File: config.mk
export PLATFORM = sky130hd
export DESIGN_NAME = traffic_manual_panel
export DESIGN_NICKNAME = d
export VERILOG_FILES = /design/src/rtl/traffic_manual_panel.sv
export SDC_FILE = /design/constraint.sdc
export NUM_CORES = 1
export LEC_CHECK = 0
export BUFFER_PORTS_ARGS = -buffer_cell sky130_fd_sc_hd__buf_4
export CORE_MARGIN = 2
export CORE_UTILIZATION = 59
export DETAILED_ROUTE_END_ITERATION = 8
export HOLD_SLACK_MARGIN = 0.08
export PLACE_DENSITY = 0.81
export SLEW_MARGIN = 10
export SYNTH_ARGS = -nofsm -noshare
export SYNTH_HDL_FRONTEND = slang
export SYNTH_SLANG_ARGS = --single-unit
File: constraint.sdc
create_clock -name clk -period 3.6 [get_ports clk]
set_input_delay 0.36 -clock clk [delete_from_list [all_inputs] [get_ports clk]]
set_output_delay 0.36 -clock clk [all_outputs]
set_load 0.02 [all_outputs]
File: src/rtl/traffic_manual_panel.sv
// Operator panel for traffic_light_controller: two debounced push-buttons drive a
// small mode FSM that issues manual_override / manual_state, with an idle auto-release.

module traffic_manual_panel_btn #(
  parameter int DEBOUNCE_CYCLES = 4
) (
  input  logic clk,
  input  logic reset,
  input  logic i_raw,
  output logic o_press
);
  localparam int CW = (DEBOUNCE_CYCLES > 1) ? $clog2(DEBOUNCE_CYCLES) : 1;
  localparam logic [CW-1:0] CMAX = CW'(DEBOUNCE_CYCLES - 1);

  logic [1:0]    r_sync;
  logic          r_deb;
  logic          r_deb_prev;
  logic [CW-1:0] r_cnt;

  always_ff @(posedge clk) begin
    if (reset) begin
      r_sync     <= '0;
      r_deb      <= 1'b0;
      r_deb_prev <= 1'b0;
      r_cnt      <= '0;
    end else begin
      r_sync     <= {r_sync[0], i_raw};
      r_deb_prev <= r_deb;
      // flip only after DEBOUNCE_CYCLES consecutive disagreeing samples
      if (r_sync[1] != r_deb) begin
        if (r_cnt == CMAX) begin
          r_deb <= ~r_deb;
          r_cnt <= '0;
        end else begin
          r_cnt <= r_cnt + 1'b1;
        end
      end else begin
        r_cnt <= '0;
      end
    end
  end

  assign o_press = r_deb & ~r_deb_prev;
endmodule

module traffic_manual_panel #(
  parameter int DEBOUNCE_CYCLES = 4,
  parameter int HOLD_TIMEOUT    = 60,
  parameter int TO_W            = 8
) (
  input  logic            clk,
  input  logic            reset,
  input  logic            btn_override_raw,
  input  logic            btn_next_raw,
  output logic            manual_override,
  output logic [1:0]      manual_state,
  output logic [TO_W-1:0] hold_remaining,
  output logic            timeout_evt
);
  typedef enum logic [1:0] {S_AUTO, S_RED, S_GRN, S_YEL} state_t;

  localparam bit TO_EN = (HOLD_TIMEOUT != 0);
  localparam logic [TO_W-1:0] IDLE_MAX = TO_EN ? TO_W'(HOLD_TIMEOUT - 1) : '0;

  logic [1:0]      w_raw;
  logic [1:0]      w_press;
  logic            w_ov;
  logic            w_nx;
  state_t          r_state;
  state_t          w_next;
  logic [TO_W-1:0] r_idle;
  logic [TO_W-1:0] w_idle_nxt;
  logic            r_timeout;
  logic            w_fire;

  assign w_raw = {btn_next_raw, btn_override_raw};

  for (genvar g = 0; g < 2; g++) begin : g_btn
    traffic_manual_panel_btn #(.DEBOUNCE_CYCLES(DEBOUNCE_CYCLES)) u_btn (
      .clk     (clk),
      .reset   (reset),
      .i_raw   (w_raw[g]),
      .o_press (w_press[g])
    );
  end

  assign w_ov = w_press[0];
  assign w_nx = w_press[1];

  always_ff @(posedge clk) begin
    if (reset) begin
      r_state   <= S_AUTO;
      r_idle    <= '0;
      r_timeout <= 1'b0;
    end else begin
      r_state   <= w_next;
      r_idle    <= w_idle_nxt;
      r_timeout <= w_fire;
    end
  end

  always_comb begin
    w_next     = r_state;
    w_fire     = 1'b0;
    w_idle_nxt = r_idle;
    case (r_state)
      S_AUTO: if (w_ov) w_next = S_RED;
      default: begin
        // override beats next; any press beats the timeout
        if (w_ov) begin
          w_next = S_AUTO;
        end else if (w_nx) begin
          case (r_state)
            S_RED:   w_next = S_GRN;
            S_GRN:   w_next = S_YEL;
            default: w_next = S_RED;
          endcase
        end else if (TO_EN && r_idle == IDLE_MAX) begin
          w_next = S_AUTO;
          w_fire = 1'b1;
        end
      end
    endcase
    if (w_next == S_AUTO || r_state == S_AUTO || w_ov || w_nx)
      w_idle_nxt = '0;
    else if (r_idle != IDLE_MAX)
      w_idle_nxt = r_idle + 1'b1;
  end

  always_comb begin
    manual_override = (r_state != S_AUTO);
    case (r_state)
      S_GRN:   manual_state = 2'b10;
      S_YEL:   manual_state = 2'b01;
      default: manual_state = 2'b00;
    endcase
    hold_remaining = (TO_EN && r_state != S_AUTO) ? (IDLE_MAX - r_idle) : '0;
    timeout_evt    = r_timeout;
  end
endmodule
==> reports/results.txt, run 1 <==
die area - 0.00239 mm²
number of antenna violations at the first check in global routing - 0
prevailing post-synth register cell - sky130_fd_sc_hd__dfxtp_1
worst IR drop on VDD - 0.322 mV
total vias in the final route - 907
via count of the first global-routing pass - 889
synthesized area divided by synthesized cell count - 9.28 µm²
number of hold buffers added after CTS - 0
detail-routed net length per standard cell - 13.2 µm
final setup violation count - 0
number of setup buffers added after CTS - 0
CTS sink count - 23
height of the die - 48.9 µm
Max-cap violations - 0
n_diodes - 0
clock insertion delay at the later pin of the skew report - 0.32 ns
Yosys top cell by area - sky130_fd_sc_hd__dfxtp_1
Syn-to-layout area delta - 11.2%
reg-to-reg setup timing slack - 1.65 ns
P per Cell Area - 358 mW/mm²
clock tree from TritonCTS - done
detailed-route DRC error count - 0
top cells by area, synth - sky130_fd_sc_hd__dfxtp_1 (39%), sky130_fd_sc_hd__ha_1 (9.5%), sky130_fd_sc_hd__xnor2_1 (6.6%)
Setup crit end kind - output pin
count of final max-slew check failures - 0
GP Congestion - 0.837
hold path depth - 2
relative max-transition margin - 65.7%
Initial Util - 61.8%
r2r worst-path depth - 4
total track usage - 19.9%
area share of the largest cell type after synthesis - 38.8%
highest achievable clock rate - 0.510 GHz
maximum number of pins on one net before global-route repair - 15
Synth Register Bits - 23
setup repair after global routing missed its margin - false
PostCTS Resize Cnt - 0
number of input and output port buffers inserted - 15
overall overflow remaining after global route - 0
run status - completed
endpoint of the worst register-to-register path - r_idle[0]$_SDFFE_PP0N_
hold_sp - btn_next_raw
number of enable flip-flop cells after synthesis - 0
total I/O pin count - 16
maximum clock insertion buffer count - 2
WS Path Type - flip-flop to output pin
clock skew - 0.00676 ns
critical path fanouts, max - 14
overall die width - 48.9 µm
Synthesized Nets - 141
core box area - 0.00192 mm²
cell area after synthesis - 0.00119 mm²
total of fill cells in the finished design - 177
kind of path behind the tightest hold check - input pin to flip-flop
transition time at the pin with the least slew margin - 0.510 ns
static power due to leakage - 0.512 nW
register clock-pin slew on the reported worst setup and hold paths - 0.13 ns
DRT Wirelength - 2200 µm
Synth warnings - 0
Worst Hold Path EP - g_btn[1].u_btn.r_sync[0]$_SDFF_PP0_
final net count - 154
cell count after synthesis - 128
1st-iter DRT viols - 14
CTS Root Cell - sky130_fd_sc_hd__clkbuf_4
via density per instance - 5.43
data arrival at the endpoint of the critical path - 1.60 ns
register area share after synthesis - 38.8%
fraction of final layout cells with drive strength greater than 1 - 17.1%
data required time at the worst endpoint - 3.24 ns
setup ws final - 1.64 ns
1st-pass router iterations - 4
pre-CTS setup slack - 1.69 ns
number of nets with antenna violations after detailed routing - 0
clock period minus final worst setup slack - 1.96 ns
final number of hold-violating endpoints - 0
post-DP HPWL - 1630 µm
clock buffer count from CTS - 3
Worst setup SP type - flip-flop
std cell rows - 16
number of library cell types mapped by synthesis - 37
CTS H-Tree Depth - 1
setup TNS - 0 ns
wire length of the first global-routing pass - 3820 µm
fraction of synthesis flops using an asynchronous set or reset pin - 0%
startpoint of the worst register-to-register path - r_state[1]$_SDFF_PP0_
period utilization - 54.5%
==> routing by layer <==
metal	track usage, %	share of wire [%]
met1	23.8	46
met2	36.8	50
met3	1.23	1.8
met4	8.10	1.7
met5	0	0
==> sequential cells by signal (all words and copies together) (netlist names) <==
signal,flops
g_btn.u_btn.r_cnt,4
g_btn.u_btn.r_deb,2
g_btn.u_btn.r_deb_prev,2
g_btn.u_btn.r_sync,4
r_idle,8
r_state,2
timeout_evt,1
==> how the worst max path moves through the flow <==
stage                          start                      to  cells past startpoint
6_report       r_state[0]$_SDFF_PP0_         manual_override                      4
5_1_grt        r_state[0]$_SDFF_PP0_  r_idle[0]$_SDFFE_PP0N_                      5
4_1_cts        r_state[0]$_SDFF_PP0_         manual_override                      4
3_5_place_dp   r_state[1]$_SDFF_PP0_  r_idle[0]$_SDFFE_PP0N_                      4
3_3_place_gp   r_state[0]$_SDFF_PP0_  r_idle[1]$_SDFFE_PP0N_                      4
2_1_floorplan  r_state[0]$_SDFF_PP0_  r_idle[0]$_SDFFE_PP0N_                      5
==> kinds of logic after synthesis <==
kind of cell / Yosys count / share of synthesized area, %
AO/OA/AOI/OAI: 18 / 12.3
XOR/XNOR: 12 / 8.85
adder cells (fa/ha/maj): 9 / 9.48
buffers and inverters: 14 / 5.90
flip-flops: 23 / 38.8
multiplexers: 3 / 2.53
AND/OR/NAND/NOR: 49 / 22.1
==> worst max-delay path, cell delays in order, from the launching register on <==
cell and delay, ns:
sky130_fd_sc_hd__dfxtp_1 0.37, sky130_fd_sc_hd__inv_1 0.12, sky130_fd_sc_hd__ha_1 0.48, sky130_fd_sc_hd__inv_1 0.13
sky130_fd_sc_hd__buf_4 0.19
==> Yosys cell counts (2+ instances only) <==
cell,number
sky130_fd_sc_hd__dfxtp_1,23
sky130_fd_sc_hd__nor2_1,17
sky130_fd_sc_hd__ha_1,9
sky130_fd_sc_hd__xnor2_1,9
sky130_fd_sc_hd__inv_1,7
sky130_fd_sc_hd__nor2b_1,7
sky130_fd_sc_hd__nand2_1,6
sky130_fd_sc_hd__a211oi_1,5
sky130_fd_sc_hd__a21oi_1,3
sky130_fd_sc_hd__mux2i_1,3
sky130_fd_sc_hd__nand3_1,3
sky130_fd_sc_hd__nor3_1,3
sky130_fd_sc_hd__xor2_1,3
sky130_fd_sc_hd__buf_2,2
sky130_fd_sc_hd__buf_4,2
sky130_fd_sc_hd__clkbuf_1,2
sky130_fd_sc_hd__nor4_1,2
sky130_fd_sc_hd__o21a_1,2
sky130_fd_sc_hd__or3_1,2
==> per-stage QoR <==
step | power [mW] | cells | util, % | hold WS (ns) | instance area [µm²]
3_3_place_gp | 0.353 | 163 | 67.1 | 0.405 | 1290
4_1_cts | 0.477 | 167 | 68.7 | 0.239 | 1320
2_1_floorplan | 0.328 | 128 | - | 0.397 | 1190
5_1_grt | 0.491 | 167 | 68.7 | 0.245 | 1320
3_5_place_dp | 0.358 | 163 | 67.1 | 0.415 | 1290
6_report | 0.473 | 167 | 68.7 | 0.243 | 1320
==> placed cells by master, fill, tap and decap left out, types with 2 or more instances in the layout <==
master                     count
sky130_fd_sc_hd__buf_4        15
sky130_fd_sc_hd__a211oi_1      5
sky130_fd_sc_hd__clkbuf_4      3
sky130_fd_sc_hd__nor2b_1       7
sky130_fd_sc_hd__dfxtp_1      23
sky130_fd_sc_hd__xnor2_1       9
sky130_fd_sc_hd__a21oi_1       3
sky130_fd_sc_hd__mux2i_1       3
sky130_fd_sc_hd__or3_1         2
sky130_fd_sc_hd__nand3_1       3
sky130_fd_sc_hd__nor4_1        2
sky130_fd_sc_hd__ha_1          9
sky130_fd_sc_hd__nor3_1        3
sky130_fd_sc_hd__xor2_1        3
sky130_fd_sc_hd__inv_1         7
sky130_fd_sc_hd__nand2_1       6
sky130_fd_sc_hd__nor2_1       17
sky130_fd_sc_hd__o21a_1        2
==> cell type report <==
cell class | count | area [µm²] | share of cell area (%)
Timing Repair Buffer | 15 | 113 | 8.53
Sequential cell | 23 | 460 | 34.9
Clock inverter | 1 | 7.51 | 0.569
Multi-Input combinational cell | 91 | 657 | 49.8
Inverter | 7 | 26.3 | 1.99
Tap cell | 27 | 33.8 | 2.56
Clock buffer | 3 | 22.5 | 1.71
==> power by group <==
part	leakage (nW)	total (mW)	switching, mW	internal (mW)
logic	0.311	0.0883	0.0542	0.0342
registers	0.186	0.264	0.00437	0.260
clock network	0.0139	0.120	0.0775	0.0425
Note: power is estimated with default switching activity, not from simulation.
==> run 2, diff against run 1 <==
--- a/config.mk
+++ b/config.mk
@@ -7,10 +7,10 @@
 export LEC_CHECK = 0
 export BUFFER_PORTS_ARGS = -buffer_cell sky130_fd_sc_hd__buf_4
 export CORE_MARGIN = 2
-export CORE_UTILIZATION = 59
+export CORE_UTILIZATION = 50
 export DETAILED_ROUTE_END_ITERATION = 8
 export HOLD_SLACK_MARGIN = 0.08
-export PLACE_DENSITY = 0.81
+export PLACE_DENSITY = 0.74
 export SLEW_MARGIN = 10
 export SYNTH_ARGS = -nofsm -noshare
 export SYNTH_HDL_FRONTEND = slang
==> constraint.sdc (replaced) <==
create_clock -name clk -period 1.7 [get_ports clk]
set_input_delay 0.17 -clock clk [delete_from_list [all_inputs] [get_ports clk]]
set_output_delay 0.17 -clock clk [all_outputs]
set_load 0.02 [all_outputs]
==> run 2 against run 1 <==
Against the previous run:
- sequential cell count did not move
- clock-buffer cell count rose by 1
- total power rose by 130%
- combinational power rose to 3.0 times the previous value
- die area rose by 16%
- sequential share of layout area fell by 3.8 points
- core utilization fell by 1.8 points
- highest routed layer unchanged
- cell area rose by 13%
- largest power group unchanged
==> reports/results.txt, run 2 (synthesized netlist as in run 1, its figures left out) <==
fraction of final layout cells with drive strength greater than 1 - 30.6%
pre-CTS setup slack - 0.000544 ns
P per Cell Area - 714 mW/mm²
CTS sink count - 23
GP Congestion - 0.806
setup repair after global routing missed its margin - false
startpoint of the worst register-to-register path - r_idle[1]$_SDFFE_PP0N_
count of final max-slew check failures - 0
hold_sp - reset
critical path fanouts, max - 4
detail-routed net length per standard cell - 13.6 µm
number of input and output port buffers inserted - 15
kind of cell adding the most delay to the critical path - compound AO/OA/AOI/OAI gates
die area - 0.00278 mm²
core box area - 0.00223 mm²
largest stage delay on the critical path - 0.39 ns
data arrival at the endpoint of the critical path - 1.83 ns
run status - completed
data required time at the worst endpoint - 1.91 ns
n_diodes - 0
Clock Power Share - 23.2%
maximum clock insertion buffer count - 2
worst IR drop on VDD - 0.669 mV
kind of path behind the tightest hold check - input pin to flip-flop
Placed Cells - 175
clock insertion delay at the later pin of the skew report - 0.31 ns
CTS Root Cell - sky130_fd_sc_hd__clkbuf_4
clock buffer count from CTS - 3
Max-cap violations - 0
setup ws final - 0.0827 ns
r2r worst-path depth - 6
internal power of the cells - 0.764 mW
std cell rows - 17
power share of the combinational group - 24.7%
endpoint of the worst register-to-register path - r_idle[5]$_SDFFE_PP0N_
via density per instance - 5.23
clock tree from TritonCTS - done
number of flip-flops in the largest register - 8
total vias in the final route - 968
non-filler instance count after layout - 185
total I/O pin count - 16
most frequent standard cell in the layout excluding fill and tap cells - sky130_fd_sc_hd__buf_4
power consumption - 1.07 mW
static power due to leakage - 0.595 nW
slowest CP cell - sky130_fd_sc_hd__dfxtp_1
post-DP HPWL - 1830 µm
final std cell area, no fill - 0.00149 mm²
switching power - 0.302 mW
period utilization - 95.1%
relative max-transition margin - 74.9%
area after detailed placement - 0.00137 mm²
WS Path Type - flip-flop to flip-flop
number of nets with antenna violations after detailed routing - 0
overall die width - 52.7 µm
wire length of the first global-routing pass - 4050 µm
count of buffer and inverter cells on the critical path - 1
reg-to-reg setup timing slack - 0.08 ns
largest register by flop count - r_idle
proportion of total power due to net switching - 28.3%
1st-pass router iterations - 4
top library cells by usage in the layout, fill and taps aside - sky130_fd_sc_hd__buf_4 (29), sky130_fd_sc_hd__dfxtp_1 (20), sky130_fd_sc_hd__nor2_1 (17)
number of antenna violations at the first check in global routing - 0
Worst Hold Path EP - g_btn[0].u_btn.r_deb_prev$_SDFF_PP0_
worst hold slack after final layout - 0.121 ns
via count of the first global-routing pass - 965
hold path depth - 2
1st-iter DRT viols - 14
final number of hold-violating endpoints - 0
largest registers - r_idle: 8 flops, g_btn.u_btn.r_cnt: 4 flops, g_btn.u_btn.r_sync: 4 flops
Worst setup SP type - flip-flop
Initial Util - 53.2%
Setup crit end kind - flip-flop
CTS H-Tree Depth - 1
worst-path cell chain - ha_1, buf_4, nand4bb_1, o211ai_1, a31o_2, a21oi_1
height of the die - 52.7 µm
final net count - 171
Syn-to-layout area delta - 25.8%
overall overflow remaining after global route - 0
clock skew - 0.00654 ns
proportion of power drawn by flip-flops and latches - 52.1%
clock period minus final worst setup slack - 1.62 ns
total of fill cells in the finished design - 185
maximum number of pins on one net before global-route repair - 15
total track usage - 20.0%
register clock-pin slew on the reported worst setup and hold paths - 0.12 ns
highest achievable clock rate - 0.618 GHz
DRT Wirelength - 2520 µm
final setup violation count - 0
transition time at the pin with the least slew margin - 0.374 ns
detailed-route DRC error count - 0
run 2: cell types whose count changed in the layout (fill, tap and decap cells not counted), sizes merged:
cell	before	now
a31o	1	2
buf	15	29
clkinvlp	1	0
clkbuf	3	4
dlygate4sd3	0	2
run 2: worst max-delay path by stage:
stage	from	endpoint	slack, ns	cells past startpoint
floorplan	r_state[0]$_SDFF_PP0_	r_idle[0]$_SDFFE_PP0N_	0.13	5
global placement	r_state[0]$_SDFF_PP0_	r_idle[1]$_SDFFE_PP0N_	0.08	5
detailed placement	r_idle[2]$_SDFFE_PP0N_	r_idle[2]$_SDFFE_PP0N_	0.0005	6
CTS	r_state[0]$_SDFF_PP0_	r_idle[1]$_SDFFE_PP0N_	-0.005	4
global route	r_idle[4]$_SDFFE_PP0N_	hold_remaining[5]	0.0003	5
finish	r_idle[1]$_SDFFE_PP0N_	r_idle[5]$_SDFFE_PP0N_	0.08	6
run 2: power groups by stage:
stage / registers (mW) / logic, mW / clock network, mW
2_1_floorplan: 0.569 / 0.125 / 0
3_3_place_gp: 0.567 / 0.207 / 0
3_5_place_dp: 0.568 / 0.216 / 0
4_1_cts: 0.556 / 0.243 / 0.254
5_1_grt: 0.557 / 0.283 / 0.278
6_report: 0.555 / 0.263 / 0.248
run 2: routing by layer:
| metal | vias to the layer above | GRT usage (%) | wire length (µm) |
|---|---|---|---|
| met5 | - | 0 | 0 |
| met3 | 5 | 2.00 | 54 |
| met4 | 0 | 9.40 | 43 |
| met2 | 15 | 37.3 | 1390 |
| li1 | 493 | - | - |
| met1 | 455 | 22.3 | 1040 |
run 2: per-stage QoR:
step | TNS, ns | util (%)
2_1_floorplan | 0 | -
4_1_cts | -0.00479 | 64.7
3_5_place_dp | 0 | 61.5
5_1_grt | 0 | 66.9
3_3_place_gp | 0 | 61.5
6_report | 0 | 66.9
run 2: layout make-up:
cell class	count	area, µm²	area share (%)
timing repair buffer	31	238	15.9
sequential	23	464	31.1
tap	28	35.0	2.35
clock buffer	4	26.3	1.76
inverter	7	26.3	1.76
multi-input combinational	92	704	47.2
run 2: repair_timing:
action	in CTS	in global routing
hold buffers	1	1
gates cloned	0	1
endpoints found under the hold margin	1	1
buffers inserted	3	0
endpoints found under the setup margin	2	14
gates resized for setup	3	8
pin swaps	1	2
